[config.mk]
export PLATFORM = sky130hd
export DESIGN_NAME = syn_fifo_prog
export DESIGN_NICKNAME = d
export VERILOG_FILES = /design/src/rtl/syn_fifo_prog.sv
export SDC_FILE = /design/constraint.sdc
export NUM_CORES = 1
export LEC_CHECK = 0
export CAP_MARGIN = 20
export CORE_MARGIN = 3
export CORE_UTILIZATION = 35
export CTS_CLUSTER_DIAMETER = 200
export DETAILED_ROUTE_END_ITERATION = 8
export GPL_TIMING_DRIVEN = 0
export PLACE_DENSITY = 0.52
export SETUP_SLACK_MARGIN = 0.2
export SKIP_CTS_REPAIR_TIMING = 1
export SLEW_MARGIN = 20
export SYNTH_ARGS = -nofsm -noshare
export SYNTH_HDL_FRONTEND = slang
export SYNTH_SLANG_ARGS = --single-unit
[constraint.sdc]
create_clock -name clk -period 6.9 [get_ports clk]
set_clock_uncertainty 0.1 [all_clocks]
set_input_delay 2.07 -clock clk [delete_from_list [all_inputs] [get_ports clk]]
set_output_delay 2.07 -clock clk [all_outputs]
set_load 0.05 [all_outputs]
[src/rtl/syn_fifo_prog.sv]
// syn_fifo_prog: single-clock FIFO with programmable almost-full/almost-empty
// thresholds, occupancy count, sticky overflow/underflow flags and a
// selectable read mode (FWFT=0 registered read, FWFT=1 first-word-fall-through).
// Ports:
//   clk, rst          clock (rising edge), asynchronous active-high reset
//   wr_en, data_in    write request and data
//   rd_en             read / pop request
//   clr_err           synchronous clear of overflow/underflow
//   data_out          read data (registered, or head of queue when FWFT=1)
//   valid_out         new word on data_out (FWFT=1: queue not empty)
//   full, empty       count == DEPTH / count == 0
//   almost_full       count >= AF_THRESH
//   almost_empty      count <= AE_THRESH
//   count             occupancy, $clog2(DEPTH)+1 bits
//   overflow          sticky: write attempted while full
//   underflow         sticky: read attempted while empty
module syn_fifo_prog #(
  parameter int unsigned DEPTH     = 8,
  parameter int unsigned DATASIZE  = 4,
  parameter int unsigned AF_THRESH = 6,
  parameter int unsigned AE_THRESH = 2,
  parameter int unsigned FWFT      = 0
) (
  input  logic                      clk,
  input  logic                      rst,
  input  logic                      wr_en,
  input  logic [DATASIZE-1:0]       data_in,
  input  logic                      rd_en,
  input  logic                      clr_err,
  output logic [DATASIZE-1:0]       data_out,
  output logic                      valid_out,
  output logic                      full,
  output logic                      empty,
  output logic                      almost_full,
  output logic                      almost_empty,
  output logic [$clog2(DEPTH):0]    count,
  output logic                      overflow,
  output logic                      underflow
);

  localparam int unsigned ADDRSIZE = $clog2(DEPTH);
  localparam int unsigned CW       = ADDRSIZE + 1;

  localparam logic [CW-1:0] DEPTH_C = CW'(DEPTH);
  localparam logic [CW-1:0] AF_C    = CW'(AF_THRESH);
  localparam logic [CW-1:0] AE_C    = CW'(AE_THRESH);
  localparam logic [CW-1:0] ONE_C   = CW'(1);

  logic [DATASIZE-1:0] mem [DEPTH];

  logic [CW-1:0]       wr_ptr_q, wr_ptr_d;
  logic [CW-1:0]       rd_ptr_q, rd_ptr_d;
  logic [CW-1:0]       count_q,  count_d;
  logic [DATASIZE-1:0] data_q,   data_d;
  logic                valid_q,  valid_d;
  logic                ovf_q,    ovf_d;
  logic                udf_q,    udf_d;

  logic [ADDRSIZE-1:0] wr_addr;
  logic [ADDRSIZE-1:0] rd_addr;
  logic [DATASIZE-1:0] rd_data;
  logic                wr_acc;
  logic                rd_acc;

  // Address is the low bits of the pointer; MSB only tracks wrap parity
  assign wr_addr = wr_ptr_q[ADDRSIZE-1:0];
  assign rd_addr = rd_ptr_q[ADDRSIZE-1:0];
  assign rd_data = mem[rd_addr];

  // Status decoded from registered count
  assign full         = (count_q == DEPTH_C);
  assign empty        = (count_q == '0);
  assign almost_full  = (count_q >= AF_C);
  assign almost_empty = (count_q <= AE_C);
  assign count        = count_q;
  assign overflow     = ovf_q;
  assign underflow    = udf_q;

  // Acceptance uses the flags as registered before this edge (no bypass)
  assign wr_acc = wr_en && !full;
  assign rd_acc = rd_en && !empty;

  // Read-port view selected by mode
  assign data_out  = (FWFT != 0) ? rd_data : data_q;
  assign valid_out = (FWFT != 0) ? !empty  : valid_q;

  // Next-state logic for pointers, count, read register and error flags
  always_comb begin
    wr_ptr_d = wr_ptr_q;
    rd_ptr_d = rd_ptr_q;
    count_d  = count_q;
    data_d   = data_q;
    valid_d  = 1'b0;
    ovf_d    = ovf_q;
    udf_d    = udf_q;

    if (wr_acc) wr_ptr_d = wr_ptr_q + ONE_C;
    if (rd_acc) begin
      rd_ptr_d = rd_ptr_q + ONE_C;
      data_d   = rd_data;
      valid_d  = 1'b1;
    end

    if (wr_acc && !rd_acc)      count_d = count_q + ONE_C;
    else if (rd_acc && !wr_acc) count_d = count_q - ONE_C;

    // clear wins over a same-cycle set
    if (clr_err) begin
      ovf_d = 1'b0;
      udf_d = 1'b0;
    end else begin
      if (wr_en && full)  ovf_d = 1'b1;
      if (rd_en && empty) udf_d = 1'b1;
    end
  end

  // State registers
  always_ff @(posedge clk or posedge rst) begin
    if (rst) begin
      wr_ptr_q <= '0;
      rd_ptr_q <= '0;
      count_q  <= '0;
      data_q   <= '0;
      valid_q  <= 1'b0;
      ovf_q    <= 1'b0;
      udf_q    <= 1'b0;
    end else begin
      wr_ptr_q <= wr_ptr_d;
      rd_ptr_q <= rd_ptr_d;
      count_q  <= count_d;
      data_q   <= data_d;
      valid_q  <= valid_d;
      ovf_q    <= ovf_d;
      udf_q    <= udf_d;
    end
  end

  // Storage array, intentionally not reset
  always_ff @(posedge clk) begin
    if (wr_acc) mem[wr_addr] <= data_in;
  end

endmodule

# Yosys cells after proc, flatten, opt, wreduce, memory -nomap -nowiden
# Memories as Yosys holds them, arrays and structs flattened. A register that Yosys moved wholly into a read port is not among the register bits.
# Index checks and enable logic that the tools add are counted.
# W data, S select, Z words.
# op_classes
n_addsub,4
magnitude_cmp,2
n_eq_ne,1
n_mux,9
reduce_logical,14
# ops
op,n
$add A4 B1 Y4 const B,3
$mux W4,2
$mux W1,7
$logic_and A1 B1 Y1,6
$reduce_bool A2 Y1,3
$eq A4 B4 Y1 const B,1
$ge A4 B3 Y1 const B,1
$le A4 B2 Y1 const B,1
$logic_not A1 Y1,4
$logic_not A4 Y1,1
$sub A4 B1 Y4 const B,1
# totals
ff_bits,15
mem_bits_rw,32
in_bits,9
out_inout_bits,15
word_cells,37
memories,1
# memory_table
name,words,width,read_ports,rd_ports_with_merged_regs,wr,line,rtl
mem,8,4,1,1,1,49,logic [DATASIZE-1:0] mem [DEPTH];

# Logic depth before layout (Yosys ltp)
# Gate-level depths: netlist of run 1.
# depth
ltp_word,7
depth_mapped,10
ltp_nobuf,9

# Least setup slack after synthesis of run 1
# No wires, ideal clock.
# synth_path
kind,register -> output
start,register count_q[1] (netlist: count[1])
end,output almost_empty
t_arrival_ps,1971
setup_slack_ps,2759
stages_incl_launch_ff,2
n_path_buf,0
cell_sequence,dfrtp_1 -> a211oi_1
# synth_via
elab_chain_len,1
# synth_rtl
item,line,rtl
from (decl),53,"logic [CW-1:0] count_q, count_d;"
from (signal assigned),130,count_q <= count_d;
$le A4 B2 Y1,74,assign almost_empty = (count_q <= AE_C);
to (decl),35,"output logic almost_empty,"
# No other way between the ends.

# Final worst setup path of run 1
# layout_path
start,register count_q[0] (netlist: count[0])
end,output full
# layout_via
elab_chain_len,1
# layout_rtl
item,line,rtl
$eq A4 B4 Y1,71,assign full = (count_q == DEPTH_C);
to (decl),32,"output logic full,"
# No other way between the ends.

==> flow_metrics.env, run 1 <==
export IMPL_yosys_area_top_type_share=0.4450
export IMPL_reg2reg_to="count[3]"
export IMPL_worstSetupStartpoint="count[0]"
export IMPL_dieHeight_um=84.55
export IMPL_ant_nets=0
export IMPL_final_nets=186
export IMPL_ios=24
export IMPL_cts_tree="done"
export IMPL_syn_avg_cell_area_um2=15.32
export IMPL_cts_root_buf="clkbuf_8"
export IMPL_setup_viol=0
export IMPL_routed_wl_mm=3.643
export IMPL_final_setup_tns_ns=0
export IMPL_grt_ovfl_total=0
export IMPL_routabilityCongestion=0.6866
export IMPL_synth_cells=141
export IMPL_dp_hpwl_mm=2.717
export IMPL_die_x_um=84.55
export IMPL_p_comb_frac=0.454
export IMPL_power_frac_clock=0.159
export IMPL_slew_limit_headroom=0.5262
export IMPL_min_period_ns=4.242
export IMPL_grt_pass1_vias=1164
export IMPL_ir_drop_v=0.0003057
export IMPL_cts_sinks=49
export IMPL_clk_path_buf_depth=2
export IMPL_seqPwrFrac=0.386
export IMPL_synthDistinctLibCells=29
export IMPL_p_int_uw=721.0
export IMPL_rsz0062_at_grt="no"
export IMPL_r2r_slack_ns=3.91
export IMPL_antenna_found_initial=0
export IMPL_fillers=509
export IMPL_finalHoldViolations=0
export IMPL_wl_per_cell_um=14.93
export IMPL_reg2reg_from="count[0]"
export IMPL_clock_fmax_mhz=235.7
export IMPL_worstSetupStartpointType="register"
export IMPL_grt_max_degree=18
export IMPL_synth_most_common_cell="edfxtp_1"
export IMPL_synthTopCellsByArea="edfxtp_1 44%, dfrtp_1 20%, mux2i_1 7.9%, mux4_2 4.2%, ha_1 2.9%"
export IMPL_synth_top_cell_by_area="edfxtp_1"
export IMPL_diodes=0
export IMPL_synth_edf_count=32
export IMPL_drive_above_1_share=0.1395
export IMPL_syn_area_um2=2160
export IMPL_cp_required_ns=4.73
export IMPL_synthArstFlopShare=0.3469
export IMPL_status="completed"
export IMPL_firstDrtPassIters=4
export IMPL_insertion_delay_ns=0.30
export IMPL_start_util=0.3760
export IMPL_grtUsageTotal=0.1107
export IMPL_numCtsBuffers=5
export IMPL_reg2reg_depth=9
export IMPL_viasPerCell=4.713
export IMPL_p_per_area_nw_per_um2=464.3
export IMPL_core_area_um2=5743
export IMPL_syn_nets=156
export IMPL_yosysSeqAreaShare=0.6419
export IMPL_numPortBuffers=23
export IMPL_pre_cts_slack_ns=2.352
export IMPL_synth_ff_latch_count=49
export IMPL_switchingPower_uw=480.9
export IMPL_tightestPinTransition_ns=0.7053
export IMPL_arrival_ns=2.07
export IMPL_synth_top_cells_by_count="32 x edfxtp_1, 17 x dfrtp_1, 17 x mux2i_1"
export IMPL_post_route_period_util=0.6149
export IMPL_maxCapViolCount=0
export IMPL_ys_dominant_reg_cell="edfxtp_1"
export IMPL_yosys_warnings=0
export IMPL_leakagePower_nw=0.9822
export IMPL_endpoint="full"
export IMPL_htreeDepth=2
export IMPL_fin_util=0.4508
export IMPL_switching_share=0.4001
export IMPL_die_area_um2=7149
export IMPL_row_count=27
export IMPL_slew_viol_final=0
export IMPL_critPathKind="reg2out"
export IMPL_drc=0
export IMPL_area_delta_synth_final_pct=19.87
export IMPL_grt_pass1_wl_mm=6.092
export IMPL_vias=1150
export IMPL_end_kind="primary output"
export IMPL_hold_class="reg2reg"
export IMPL_drt_initial_drc_count=22
export IMPL_fin_ws_ns=2.658
export IMPL_clk_pin_slew_ns=0.10
export IMPL_cp_max_fo=7
per-stage QoR:
stage / instance area, um2 / hold WS (ns) / total power, mW / instances
after floorplan: 2160 / 0.3805 / 0.8727 / 141
after global placement: 2480 / 0.3670 / 1.014 / 236
after detailed placement: 2480 / 0.3773 / 1.026 / 236
after CTS: 2589 / 0.3996 / 1.216 / 244
after global routing: 2589 / 0.4146 / 1.277 / 244
final: 2589 / 0.3958 / 1.202 / 244
cell families (layout without fill, tap and decap cells):
kind of cell	Yosys count	after routing	synth area share
and+or+nand+nor	34	34	0.08517
adders and majority gates	6	6	0.03824
buffers and inverters	9	40	0.03187
muxes	23	23	0.1327
AOI/OAI and AO/OA	14	14	0.04577
xor gates and xnor gates	6	6	0.02433
DFF	49	49	0.6419
sequential cells by signal, summed over array words and instances, names as in the netlist:
name and count:
rd_ptr_q 3, overflow 1, valid_out 1, count 4
underflow 1, mem 32, data_out 4, wr_ptr_q 3
power by group through the flow:
stage                     registers, mW  clock network (mW)  logic [mW]
after floorplan                   0.548                   0       0.325
after CTS                         0.467               0.196       0.554
after detailed placement          0.473                   0       0.553
after global placement            0.467                   0       0.546
final                             0.464               0.192       0.546
after global routing              0.478               0.212       0.587
metal layers:
layer | wire length (um) | GRT usage | vias to the layer above
li1 | - | - | 574
met1 | 1660 | 0.1460 | 547
met2 | 1795 | 0.1758 | 23
met3 | 128 | 0.03337 | 6
met4 | 58 | 0.03453 | 0
met5 | 0 | 0 | -
worst max-delay path, cell delays in order (launching register included):
cell and delay (ns):
dfrtp_1 0.54, nor4b_4 0.38, clkdlybuf4s50_1 0.86
cells in the final DEF, fill, tap and decap left out, drive strengths merged:
master / netlist / final
nor4: 1 / 1
xor2: 1 / 1
nor2: 8 / 8
a21o: 2 / 2
nor2b: 1 / 1
o31ai: 1 / 1
ha: 5 / 5
nand2: 14 / 14
inv: 3 / 4
fa: 1 / 1
a21oi: 3 / 3
nor4b: 1 / 1
edfxtp: 32 / 32
a211oi: 1 / 1
o21ai: 6 / 6
mux2i: 17 / 17
nand2b: 4 / 4
mux2: 2 / 2
dfrtp: 17 / 17
clkbuf: 2 / 8
buf: 4 / 4
mux4: 4 / 4
nor3: 5 / 5
clkdlybuf4s50: 0 / 23
xnor2: 5 / 5
a2111oi: 1 / 1
clkinv: 0 / 1
how the worst min path moves through the flow:
stage | startpoint | end | slack [ns] | cells past startpoint
finish | data_out[0] | data_out[0] | 0.40 | 2
global route | data_out[0] | data_out[0] | 0.41 | 2
CTS | data_out[0] | data_out[0] | 0.40 | 2
detailed placement | data_out[0] | data_out[0] | 0.38 | 2
global placement | data_out[2] | data_out[2] | 0.37 | 2
floorplan | wr_ptr_q[0] | wr_ptr_q[0] | 0.38 | 1
layout make-up:
cell class | count | area [um2] | area share
clock inverter | 2 | 15.01 | 0.005800
buffer | 6 | 57.56 | 0.02223
timing repair buffer | 23 | 230.2 | 0.08893
inverter | 3 | 11.26 | 0.004350
tap | 72 | 90.09 | 0.03480
sequential | 49 | 1386 | 0.5355
clock buffer | 6 | 93.84 | 0.03625
multi-input combinational | 83 | 704.4 | 0.2721
Note: power is estimated with default switching activity, not from simulation.
==> run 2: changes to the inputs <==
==> constraint.sdc (replaced) <==
create_clock -name clk -period 4.15 [get_ports clk]
set_clock_uncertainty 0.1 [all_clocks]
set_input_delay 1.245 -clock clk [delete_from_list [all_inputs] [get_ports clk]]
set_output_delay 1.245 -clock clk [all_outputs]
set_load 0.05 [all_outputs]
==> results of run 2 <==
The final DEF is identical to that of run 1. Status: completed.
Among the figures that moved: setup slack after placement 2.352 ns -> 0.4268 ns; setup slack after layout 2.658 ns -> 0.7325 ns; register-to-register setup slack 3.91 ns -> 1.16 ns; total power 1.202 mW -> 1.998 mW; worst IR drop on VDD 0.0003057 V -> 0.0005083 V
